===== src/rtl/axi_wr_burst_to_stream_pkg.sv =====
`default_nettype none
// ============================================================================
// Module  : axi_wr_pkg
// Purpose : Shared types and constants for the AXI write-burst-to-stream
//           bridge. Holds the FSM state enum, the AXI burst-type encodings
//           and the AXI write-response encodings.
// Ports   : none (package)
// Revision: 1.0 - initial release
// ============================================================================
package axi_wr_pkg;

  typedef enum logic [1:0] {
    IDLE = 2'd0,
    DATA = 2'd1,
    RESP = 2'd2
  } wr_state_e;

  localparam logic [1:0] BURST_FIXED = 2'b00;
  localparam logic [1:0] BURST_INCR  = 2'b01;
  localparam logic [1:0] BURST_WRAP  = 2'b10;

  localparam logic [1:0] RESP_OKAY   = 2'b00;
  localparam logic [1:0] RESP_SLVERR = 2'b10;

endpackage
`default_nettype wire


===== src/rtl/axi_wr_burst_to_stream_if.sv =====
`default_nettype none
// ============================================================================
// Module  : axi_wr_burst_to_stream_if
// Purpose : Bundles the AXI4 write channels (AW/W/B) and the outgoing
//           address-tagged stream into a single interface.
// Ports   : none; modports
//             slave  - bridge view (consumes AW/W, drives B and stream)
//             master - upstream/downstream view (drives AW/W, consumes B
//                      and stream)
// Revision: 1.0 - initial release
// ============================================================================
interface axi_wr_burst_to_stream_if #(
  parameter int ADDR_W = 32,
  parameter int DATA_W = 32
) ();

  logic [ADDR_W-1:0]   s_awaddr;
  logic [7:0]          s_awlen;
  logic [2:0]          s_awsize;
  logic [1:0]          s_awburst;
  logic                s_awvalid;
  logic                s_awready;

  logic [DATA_W-1:0]   s_wdata;
  logic [DATA_W/8-1:0] s_wstrb;
  logic                s_wlast;
  logic                s_wvalid;
  logic                s_wready;

  logic [1:0]          s_bresp;
  logic                s_bvalid;
  logic                s_bready;

  logic [DATA_W-1:0]   m_tdata;
  logic [DATA_W/8-1:0] m_tkeep;
  logic [ADDR_W-1:0]   m_taddr;
  logic                m_tlast;
  logic                m_tvalid;
  logic                m_tready;

  modport slave (
    input  s_awaddr, s_awlen, s_awsize, s_awburst, s_awvalid,
    output s_awready,
    input  s_wdata, s_wstrb, s_wlast, s_wvalid,
    output s_wready,
    output s_bresp, s_bvalid,
    input  s_bready,
    output m_tdata, m_tkeep, m_taddr, m_tlast, m_tvalid,
    input  m_tready
  );

  modport master (
    output s_awaddr, s_awlen, s_awsize, s_awburst, s_awvalid,
    input  s_awready,
    output s_wdata, s_wstrb, s_wlast, s_wvalid,
    input  s_wready,
    input  s_bresp, s_bvalid,
    output s_bready,
    input  m_tdata, m_tkeep, m_taddr, m_tlast, m_tvalid,
    output m_tready
  );

endinterface
`default_nettype wire


===== src/rtl/axi_wr_burst_to_stream.sv =====
`default_nettype none
// ============================================================================
// Module  : axi_wr_burst_to_stream
// Purpose : AXI4 write-only slave that forwards each accepted W beat as a
//           stream beat tagged with its byte address, and returns one B
//           response per burst. One burst in flight at a time. Bursts that
//           are not INCR or not full-width are consumed and dropped, and
//           answered with SLVERR.
// Ports   : aclk    - clock, rising edge
//           aresetn - asynchronous active-low reset
//           bus     - AW/W/B slave channels + address-tagged stream master
// Options : AXI_WR_LEN_CHECK_EN - when defined, tracks awlen against wlast;
//           an early wlast ends the burst, a late wlast forces m_tlast on the
//           expected last beat and drops the excess; both answer SLVERR.
// Revision: 1.0 - initial release
// ============================================================================
module axi_wr_burst_to_stream
  import axi_wr_pkg::*;
#(
  parameter int ADDR_W = 32,
  parameter int DATA_W = 32
) (
  input  wire logic               aclk,
  input  wire logic               aresetn,
  axi_wr_burst_to_stream_if.slave bus
);

  localparam int                BYTES     = DATA_W / 8;
  localparam logic [2:0]        SIZE_LOG2 = 3'($clog2(BYTES));
  localparam logic [ADDR_W-1:0] ADDR_INC  = ADDR_W'(BYTES);

  localparam logic [1:0] ST_IDLE = IDLE;
  localparam logic [1:0] ST_DATA = DATA;
  localparam logic [1:0] ST_RESP = RESP;

  logic [1:0]        r_state;
  logic [ADDR_W-1:0] r_cur_addr;
  logic              r_err;
  logic              r_drop;

  logic w_in_data;
  logic w_tvalid;
  logic w_last_beat;
  logic w_aw_hs;
  logic w_w_hs;
  logic w_b_hs;
  logic w_bad_aw;

  assign w_in_data = (r_state == ST_DATA);
  assign w_bad_aw  = (bus.s_awburst != BURST_INCR) || (bus.s_awsize != SIZE_LOG2);

  // Normal mode is a pure combinational pass-through between W and the
  // stream; drop mode sinks W unconditionally and never presents a beat.
  assign bus.s_awready = (r_state == ST_IDLE);
  assign bus.s_wready  = w_in_data && (r_drop || bus.m_tready);
  assign w_tvalid      = w_in_data && !r_drop && bus.s_wvalid;

  assign bus.m_tvalid = w_tvalid;
  assign bus.m_tdata  = w_tvalid ? bus.s_wdata : '0;
  assign bus.m_tkeep  = w_tvalid ? bus.s_wstrb : '0;
  assign bus.m_taddr  = r_cur_addr;
  assign bus.m_tlast  = w_tvalid && w_last_beat;

  // bresp only carries the error while the response is being offered, so
  // it reads OKAY (reset value) everywhere else.
  assign bus.s_bvalid = (r_state == ST_RESP);
  assign bus.s_bresp  = (bus.s_bvalid && r_err) ? RESP_SLVERR : RESP_OKAY;

  assign w_aw_hs = bus.s_awready && bus.s_awvalid;
  assign w_w_hs  = bus.s_wready && bus.s_wvalid;
  assign w_b_hs  = bus.s_bvalid && bus.s_bready;

`ifdef AXI_WR_LEN_CHECK_EN
  logic [7:0] r_beats_left;

  // The beat with no beats left is the burst's real last beat, whatever
  // the master claims on wlast.
  assign w_last_beat = bus.s_wlast || (r_beats_left == 8'd0);

  always_ff @(posedge aclk or negedge aresetn) begin
    if (!aresetn) begin
      r_beats_left <= 8'd0;
    end else if (w_aw_hs) begin
      r_beats_left <= bus.s_awlen;
    end else if (w_w_hs && (r_beats_left != 8'd0)) begin
      r_beats_left <= r_beats_left - 8'd1;
    end
  end
`else
  logic w_unused_awlen;

  assign w_last_beat    = bus.s_wlast;
  assign w_unused_awlen = ^bus.s_awlen;
`endif

  always_ff @(posedge aclk or negedge aresetn) begin
    if (!aresetn) begin
      r_state    <= ST_IDLE;
      r_cur_addr <= '0;
      r_err      <= 1'b0;
      r_drop     <= 1'b0;
    end else begin
      case (r_state)
        ST_IDLE: begin
          if (w_aw_hs) begin
            r_cur_addr <= bus.s_awaddr;
            r_err      <= w_bad_aw;
            r_drop     <= w_bad_aw;
            r_state    <= ST_DATA;
          end
        end
        ST_DATA: begin
          if (w_w_hs) begin
            r_cur_addr <= r_cur_addr + ADDR_INC;
`ifdef AXI_WR_LEN_CHECK_EN
            if (!r_drop) begin
              if (bus.s_wlast && (r_beats_left != 8'd0)) begin
                r_err <= 1'b1;
              end
              // Master overran awlen: excess beats are swallowed until wlast.
              if (!bus.s_wlast && (r_beats_left == 8'd0)) begin
                r_err  <= 1'b1;
                r_drop <= 1'b1;
              end
            end
`endif
            if (bus.s_wlast) begin
              r_state <= ST_RESP;
            end
          end
        end
        ST_RESP: begin
          if (w_b_hs) begin
            r_state <= ST_IDLE;
          end
        end
        default: r_state <= ST_IDLE;
      endcase
    end
  end

endmodule
`default_nettype wire


===== src/flat_wrapper.sv =====
// flat-port wrapper written by rule: the top's interface ports become plain ports
module axi_wr_burst_to_stream_flat import axi_wr_pkg::*;
#(
  parameter int ADDR_W = 32,
  parameter int DATA_W = 32
)
  (aclk, aresetn, bus_s_awaddr, bus_s_awlen, bus_s_awsize, bus_s_awburst, bus_s_awvalid, bus_s_awready, bus_s_wdata, bus_s_wstrb, bus_s_wlast, bus_s_wvalid, bus_s_wready, bus_s_bresp, bus_s_bvalid, bus_s_bready, bus_m_tdata, bus_m_tkeep, bus_m_taddr, bus_m_tlast, bus_m_tvalid, bus_m_tready);
  axi_wr_burst_to_stream_if #(.ADDR_W(ADDR_W), .DATA_W(DATA_W)) bus_i ();
  input  wire logic aclk;
  input  wire logic aresetn;
  input wire logic [$bits(bus_i.s_awaddr)-1:0] bus_s_awaddr;
  input wire logic [$bits(bus_i.s_awlen)-1:0] bus_s_awlen;
  input wire logic [$bits(bus_i.s_awsize)-1:0] bus_s_awsize;
  input wire logic [$bits(bus_i.s_awburst)-1:0] bus_s_awburst;
  input wire logic [$bits(bus_i.s_awvalid)-1:0] bus_s_awvalid;
  output wire logic [$bits(bus_i.s_awready)-1:0] bus_s_awready;
  input wire logic [$bits(bus_i.s_wdata)-1:0] bus_s_wdata;
  input wire logic [$bits(bus_i.s_wstrb)-1:0] bus_s_wstrb;
  input wire logic [$bits(bus_i.s_wlast)-1:0] bus_s_wlast;
  input wire logic [$bits(bus_i.s_wvalid)-1:0] bus_s_wvalid;
  output wire logic [$bits(bus_i.s_wready)-1:0] bus_s_wready;
  output wire logic [$bits(bus_i.s_bresp)-1:0] bus_s_bresp;
  output wire logic [$bits(bus_i.s_bvalid)-1:0] bus_s_bvalid;
  input wire logic [$bits(bus_i.s_bready)-1:0] bus_s_bready;
  output wire logic [$bits(bus_i.m_tdata)-1:0] bus_m_tdata;
  output wire logic [$bits(bus_i.m_tkeep)-1:0] bus_m_tkeep;
  output wire logic [$bits(bus_i.m_taddr)-1:0] bus_m_taddr;
  output wire logic [$bits(bus_i.m_tlast)-1:0] bus_m_tlast;
  output wire logic [$bits(bus_i.m_tvalid)-1:0] bus_m_tvalid;
  input wire logic [$bits(bus_i.m_tready)-1:0] bus_m_tready;
  assign bus_i.s_awaddr = bus_s_awaddr;
  assign bus_i.s_awlen = bus_s_awlen;
  assign bus_i.s_awsize = bus_s_awsize;
  assign bus_i.s_awburst = bus_s_awburst;
  assign bus_i.s_awvalid = bus_s_awvalid;
  assign bus_s_awready = bus_i.s_awready;
  assign bus_i.s_wdata = bus_s_wdata;
  assign bus_i.s_wstrb = bus_s_wstrb;
  assign bus_i.s_wlast = bus_s_wlast;
  assign bus_i.s_wvalid = bus_s_wvalid;
  assign bus_s_wready = bus_i.s_wready;
  assign bus_s_bresp = bus_i.s_bresp;
  assign bus_s_bvalid = bus_i.s_bvalid;
  assign bus_i.s_bready = bus_s_bready;
  assign bus_m_tdata = bus_i.m_tdata;
  assign bus_m_tkeep = bus_i.m_tkeep;
  assign bus_m_taddr = bus_i.m_taddr;
  assign bus_m_tlast = bus_i.m_tlast;
  assign bus_m_tvalid = bus_i.m_tvalid;
  assign bus_i.m_tready = bus_m_tready;
  axi_wr_burst_to_stream #(.ADDR_W(ADDR_W), .DATA_W(DATA_W)) u_core (.aclk(aclk), .aresetn(aresetn), .bus(bus_i));
endmodule

===== config.mk =====
export PLATFORM = sky130hd
export DESIGN_NAME = axi_wr_burst_to_stream_flat
export DESIGN_NICKNAME = d
export VERILOG_FILES = /design/src/rtl/axi_wr_burst_to_stream_pkg.sv /design/src/rtl/axi_wr_burst_to_stream_if.sv /design/src/rtl/axi_wr_burst_to_stream.sv /design/src/flat_wrapper.sv
export SDC_FILE = /design/constraint.sdc
export NUM_CORES = 1
export LEC_CHECK = 0
export ABC_CLOCK_PERIOD_IN_PS = 1700
export CAP_MARGIN = 20
export CELL_PAD_IN_SITES_DETAIL_PLACEMENT = 2
export CELL_PAD_IN_SITES_GLOBAL_PLACEMENT = 2
export CORE_MARGIN = 2
export CORE_UTILIZATION = 16
export CTS_CLUSTER_DIAMETER = 30
export DETAILED_ROUTE_END_ITERATION = 10
export PLACE_DENSITY_LB_ADDON = 0.2
export SLEW_MARGIN = 20
export SYNTH_ARGS = -nofsm -noshare
export SYNTH_HDL_FRONTEND = slang
export SYNTH_SLANG_ARGS = --single-unit
export TNS_END_PERCENT = 50

===== constraint.sdc =====
create_clock -name aclk -period 1.7 [get_ports aclk]
set_input_delay 0.425 -clock aclk [delete_from_list [all_inputs] [get_ports aclk]]
set_output_delay 0.425 -clock aclk [all_outputs]
set_load 0.02 [all_outputs]

==> out/results.ini, run 1 <==
[outcome]
status = finished, violations left
violations = setup timing

[drt]
viasPerCell = 4.606
dr.first_iter.drc_count = 80
drc_errors = 0
route.detailed.wl_per_inst_um = 18.84
routed_wl_mm = 13.53
postRouteAntennaNets = 0
drt_pre_antenna_iters = 4
vias = 3307

[clock_tree]
cts_root_buffer = clkbuf_16
clkTransAtPathRegs_ns = 0.06
cts_tree = built
htreeDepth = 2
cts.sinks = 35
insertion_delay_ns = 0.28
cts_inserted_buffers = 5
cts-root-to-sink-buffers = 2

[synth]
synthTopCellsByArea = dfrtp_1 36%, and2_1 11%, a21oi_1 9.1%
yosys_most_used_dff = dfrtp_1
synth-xor-area-share = 0
syn_area_sq_um = 2421
yosysTopAreaCell = dfrtp_1
async_flop_share = 1.000
ys_seq_area_frac = 0.3618
yosysMostFrequentCell = a21oi_1
synth-edff-count = 0
syn-instance-count = 311
yosysWarnings = 0
syn_nets = 400
synth-compound-area-share = 0.2439
syn_area_per_cell_sq_um = 7.785
synthMuxAreaShare = 0
ys_types = 38
synth_seq_cells = 35
synth_top_cell_area_share = 0.3618
synth_common_cells = 44 x a21oi_1, 42 x and2_1, 35 x dfrtp_1
synth_top_family_by_area = simple AND/OR/NAND/NOR gates
synthAdderAreaFrac = 0.005168
synth-simple-area-share = 0.3375

[global_routing]
grt_max_degree = 39
grt_usage = 0.1691
grt_pass1_wl_mm = 21.54
antenna_found_initial = 0
grt_pass1_vias = 3710
gr-total-overflow = 0

[floorplanning]
dieArea_sq_um = 16130
die_h_um = 127.0
io_pins = 163
start_util = 0.1653
die_w_um = 127.0
row_count = 44
design.core.area_sq_um = 14640

[sta]
hold_violations = 0
setup_tns_ns = -14.24
layout_min_cycle_time_ns = 2.034
setup_violations = 72
setup_slack_ns = -0.3342
slew_violations = 0
post-route-period-util = 1.197
max_freq_ghz = 0.4916
rsz0062_at_grt = true
fin_skew_ns = 0.004988

[setup_path]
cp_cell_sequence = nand2b_4, nor3b_4, buf_6, buf_12, and2_4, buf_6
worst_path_max_delay_cell = dfrtp_1
crit_path_start_kind = register
required_ns = 1.27
critPathKind = register to output port
reg2reg_slack_ns = -0.19
arrival_ns = 1.61
critical-path-max-stage-delay_ns = 0.38
worst_path_most_repeated_cell = buf_6
critPathCaptureType = output port
path_buf_inv = 3
path_max_fanout = 9
crit_family = simple AND/OR/NAND/NOR gates

[pwr]
power.share.sequential = 0.185
p_clk_frac = 0.101
p_comb_frac = 0.714
max-vdd-ir-drop_uv = 573.4
leakage_nw = 2.287
internal_power_w = 0.004949
netSwitchingFraction = 0.4483
p_per_area_nw_per_um2 = 1680
p_sw_w = 0.004022

[run]
maxCapViolCount = 0

[layout]
area_growth_pct = 120.6
fill_cells = 1630
finalNonFillerCells = 718
layout.nets = 622
antenna_cells = 0
drive_gt1_frac = 0.3858

[placement]
place_congestion = 0.7479
numPortBuffers = 153
dp_hpwl_mm = 9.729
place_inst = 690

[worst_hold_path]
hold_path.class = input port to async pin

[state kept, by name, summed over array words and instances (netlist names)]
register,count
u_core.bus.m_taddr,32
u_core.r_drop,1
u_core.r_state,2
[power groups by stage]
stage	clock network, W	logic (W)	registers [W]
3_3_place_gp	0	0.00548	0.00164
2_1_floorplan	0	0.00226	0.00208
4_1_cts	0.000935	0.00643	0.00166
6_report	0.000902	0.00641	0.00166
5_1_grt	0.000971	0.00696	0.00174
3_5_place_dp	0	0.00561	0.00166
[placed cells by master, fill, tap and decap left out, types with 5 or more instances in the layout]
master | synthesis | layout
nand2_1 | 30 | 28
and2_4 | 0 | 39
nand3_1 | 12 | 11
clkbuf_16 | 0 | 5
nor2_1 | 25 | 22
buf_4 | 4 | 66
dfrtp_1 | 35 | 31
nor3_1 | 11 | 9
buf_6 | 0 | 47
clkdlybuf4s50_1 | 0 | 76
and4_1 | 8 | 5
buf_12 | 0 | 9
dlygate4sd2_1 | 0 | 32
a21oi_1 | 44 | 42
o22ai_1 | 10 | 10
nand4_1 | 10 | 10
o21ai_0 | 12 | 11
o32ai_1 | 6 | 5
[path summary, 6_finish.rpt]
kind | to | start | depth (start not counted)
min in group aclk | u_core.bus.m_taddr[0] | u_core.bus.m_taddr[0] | 2
worst max register to register | u_core.bus.m_taddr[26] | u_core.r_state[0] | 9
max in group asynchronous | u_core.bus.m_taddr[6] | aresetn | 2
worst max-delay path | bus_m_tdata[28] | u_core.r_state[1] | 6
worst min register to register | u_core.bus.m_taddr[0] | u_core.bus.m_taddr[0] | 2
worst min-delay path | u_core.bus.m_taddr[7] | aresetn | 2
[worst register-to-register path: cells and delay by family, from the launching register on]
family | cells | cell delay [ns]
DFF | 1 | 0.41
AOI/OAI and AO/OA | 3 | 0.54
buffers and inverters | 5 | 0.72
and+or+nand+nor | 1 | 0.14
[area by class of cell]
type | count | area (sq um) | area share
sequential | 35 | 880.8 | 0.1649
tap | 184 | 230.2 | 0.04311
clock buffer | 7 | 132.6 | 0.02484
timing repair buffer | 238 | 2382 | 0.4461
inverter | 3 | 11.26 | 0.002109
clock inverter | 1 | 5.005 | 0.0009372
multi-input combinational | 250 | 1698 | 0.3179
[through the flow]
step / hold WS (ns) / utilization / cell area, sq um / setup slack [ns] / total power, W
after floorplan: 0.1294 / - / 2541 / -0.02739 / 0.004346
after global placement: 0.4176 / 0.3208 / 4698 / -0.8285 / 0.007123
after detailed placement: 0.4107 / 0.3208 / 4698 / -0.8731 / 0.007264
after CTS: 0.1112 / 0.3631 / 5318 / -0.3612 / 0.009025
after global routing: 0.1221 / 0.3647 / 5340 / -0.3945 / 0.009677
final: 0.1011 / 0.3647 / 5340 / -0.3342 / 0.008971
[kinds of logic after synthesis]
kind of cell    after synthesis
flops                        35
buf+inv                      26
compound gates               95
other cells                   1
simple gates                153
fa+ha+maj                     1
[timing repair]
| item | CTS | global route |
|---|---|---|
| pin swaps | 17 | 19 |
| setup buffers | 16 | 2 |
| setup endpoints to repair | 104 | 77 |
| resized for setup | 336 | 22 |
| gates cloned | 5 | 1 |
| hold buffers | 0 | 0 |
[per-layer routing]
| metal | vias to the layer above | global-route usage | wire length (um) |
|---|---|---|---|
| met5 | - | 0 | 0 |
| met4 | 0 | 0.02327 | 46 |
| met3 | 4 | 0.02471 | 650 |
| met2 | 104 | 0.3115 | 6928 |
| met1 | 1622 | 0.2143 | 5903 |
| li1 | 1577 | - | - |
No activity file was read; power rests on OpenSTA's default activity.
==> inputs of run 2 (changes only) <==
- CAP_MARGIN: 20 -> 5
==> results of run 2 <==
No change in the layout: final DEF, timing and power equal those of run 1.
==> inputs of run 3 (changes only) <==
- CORE_MARGIN: 2 -> unset
==> out/results.ini, run 3 (synthesis gave the netlist of run 1 again) <==
[outcome]
status = finished, violations left  ; unchanged
violations = DRC, setup timing  ; was setup timing

[drt]
vias = 3406  ; was 3307
postRouteAntennaNets = 0  ; unchanged
route.detailed.wl_per_inst_um = 19.77  ; was 18.84 um
routed_wl_mm = 14.13  ; was 13.53 mm
drt_pre_antenna_iters = 7  ; was 4
dr.first_iter.drc_count = 129  ; was 80
viasPerCell = 4.764  ; was 4.606
drc_errors = 42  ; was 0

[sta]
setup_slack_ns = -0.3205  ; was -0.3342 ns
hold_violations = 0  ; unchanged
rsz0062_at_grt = true  ; unchanged
fin_skew_ns = 0.005034  ; was 0.004988 ns
max_freq_ghz = 0.4949  ; was 0.4916 GHz
setup_violations = 69  ; was 72
slew_violations = 0  ; unchanged
layout_min_cycle_time_ns = 2.020  ; was 2.034 ns
post-route-period-util = 1.189  ; was 1.197

[global_routing]
grt_pass1_wl_mm = 21.74  ; was 21.54 mm
grt_max_degree = 25  ; was 39
grt_pass1_vias = 3800  ; was 3710
antenna_found_initial = 0  ; unchanged
grt_usage = 0.1785  ; was 0.1691
gr-total-overflow = 0  ; unchanged

[layout]
drive_gt1_frac = 0.4200  ; was 0.3858
final_common_cell = clkdlybuf4s50_1  ; unchanged
finalNonFillerCells = 715  ; was 718
final_cell_mix = 76 x clkdlybuf4s50_1, 59 x buf_4, 51 x buf_6  ; was 76 x clkdlybuf4s50_1, 66 x buf_4, 47 x buf_6
layout.nets = 620  ; was 622
area_growth_pct = 126.6  ; was 120.6%
antenna_cells = 0  ; unchanged
largest_reg_flops = 32  ; unchanged

[placement]
numPortBuffers = 153  ; unchanged
place_congestion = 0.7620  ; was 0.7479
dp_hpwl_mm = 9.944  ; was 9.729 mm
dpl_worst_slack_ns = -0.9471  ; was -0.8731 ns
place_inst = 688  ; was 690

[clock_tree]
cts_root_buffer = clkbuf_16  ; unchanged
clkTransAtPathRegs_ns = 0.06  ; about the same
cts.sinks = 35  ; unchanged
insertion_delay_ns = 0.29  ; was 0.28 ns
cts_inserted_buffers = 5  ; unchanged
cts-root-to-sink-buffers = 2  ; unchanged
cts_tree = built  ; unchanged
cts_hold_buf = 0  ; unchanged
htreeDepth = 2  ; unchanged

[worst_hold_path]
hold_path.class = input port to async pin  ; unchanged

[floorplanning]
row_count = 44  ; unchanged
io_pins = 163  ; unchanged
dieArea_sq_um = 15630  ; was 16130 sq um
die_w_um = 125.0  ; was 127.0 um
design.core.area_sq_um = 14640  ; unchanged
die_h_um = 125.0  ; was 127.0 um
start_util = 0.1653  ; unchanged

[setup_path]
reg2reg_slack_ns = -0.26  ; was -0.19 ns
required_ns = 1.27  ; about the same
path_max_fanout = 9  ; unchanged
rr_endpoint = u_core.bus.m_taddr[19]  ; was u_core.bus.m_taddr[26]
cp-endpoint = bus_m_tkeep[2]  ; was bus_m_tdata[28]
reg2reg_depth = 9  ; unchanged
timing.rr.start = u_core.r_drop  ; was u_core.r_state[0]
critPathCaptureType = output port  ; unchanged
critical-path-max-stage-delay_ns = 0.38  ; about the same
arrival_ns = 1.60  ; was 1.61 ns
crit_start = u_core.r_state[1]  ; unchanged
crit_path_start_kind = register  ; unchanged
critPathKind = register to output port  ; unchanged
cp_cell_sequence = nand2b_4, nor3b_4, buf_6, clkbuf_16, and2_1, buf_6  ; was nand2b_4, nor3b_4, buf_6, buf_12, and2_4, buf_6
worst_path_most_repeated_cell = buf_6  ; unchanged
worst_path_max_delay_cell = dfrtp_1  ; unchanged

[pwr]
p_comb_frac = 0.721  ; was 0.714
power.share.sequential = 0.175  ; was 0.185
max-vdd-ir-drop_uv = 577.2  ; was 573.4 uV
p_clk_frac = 0.103  ; was 0.101
leakage_nw = 2.325  ; was 2.287 nW
p_per_area_nw_per_um2 = 1723  ; was 1680 nW/um^2
p_sw_w = 0.004322  ; was 0.004022 W
netSwitchingFraction = 0.4571  ; was 0.4483
internal_power_w = 0.005133  ; was 0.004949 W

[run]
maxCapViolCount = 0  ; unchanged

==> run 3: cell count changes in the layout (fill, tap and decap cells not counted), sizes merged <==
cell	previous run	this run
clkbuf	7	8
dlymetal6s2s	2	3
dlygate4sd2	32	31
bufbuf	2	1
buf	125	122
==> run 3: power by group through the flow <==
stage	Sequential [W]	Clock, W	Combinational (W)
final	0.00166	0.000976	0.00682
after floorplan	0.00208	0	0.00226
after detailed placement	0.00164	0	0.00556
after CTS	0.00164	0.000982	0.00636
after global placement	0.00161	0	0.00546
after global routing	0.00173	0.00100	0.00729
==> run 3: area by class of cell <==
class / instances / area [sq um]
clock buffer: 6 / 138.9
clock inverter: 1 / 5.005
fill: 1650 / 9158
inverter: 3 / 11.26
multi-input combinational: 250 / 1821
sequential: 35 / 882.1
tap: 184 / 230.2
timing repair buffer: 236 / 2399
==> run 3: how the worst min path moves through the flow <==
stage	startpoint	to
after floorplan	aresetn	u_core.bus.m_taddr[0]
after global placement	aresetn	u_core.bus.m_taddr[17]
after detailed placement	aresetn	u_core.bus.m_taddr[17]
after CTS	aresetn	u_core.bus.m_taddr[17]
after global routing	aresetn	u_core.bus.m_taddr[17]
final	aresetn	u_core.bus.m_taddr[17]
==> run 3: layer usage <==
metal  vias to the layer above  routed length [um]  track usage
met5                         -                   0            0
met4                         0                 165      0.03802
met3                        13                 868      0.03295
met2                       137                7229       0.3270
met1                      1674                5869       0.2159
li1                       1582                   -            -
==> run 3: critical path, delay by kind of cell, from the launching register on <==
kind                   cells  cell delay (ns)
AND/OR/NAND/NOR            3             0.47
flip-flops                 1             0.38
buffers and inverters      3             0.44
==> run 3: what timing repair did <==
| action | 4_1_cts | 5_1_grt |
|---|---|---|
| setup buffers | 12 | 9 |
| resized for setup | 319 | 70 |
| endpoints found under the setup margin | 102 | 78 |
| pin swaps | 14 | 22 |
| gates cloned | 4 | 2 |
==> run 3: stage by stage <==
step | TNS (ns) | hold slack, ns | total power, W | area (sq um) | util
after floorplan | -0.07436 | 0.1294 | 0.004346 | 2541 | -
after global placement | -43.85 | 0.3495 | 0.007071 | 4671 | 0.3190
after detailed placement | -46.89 | 0.3473 | 0.007201 | 4671 | 0.3190
after CTS | -17.07 | 0.04424 | 0.008981 | 5180 | 0.3537
after global routing | -19.87 | 0.05951 | 0.01002 | 5487 | 0.3747
final | -15.89 | 0.02795 | 0.009454 | 5487 | 0.3747
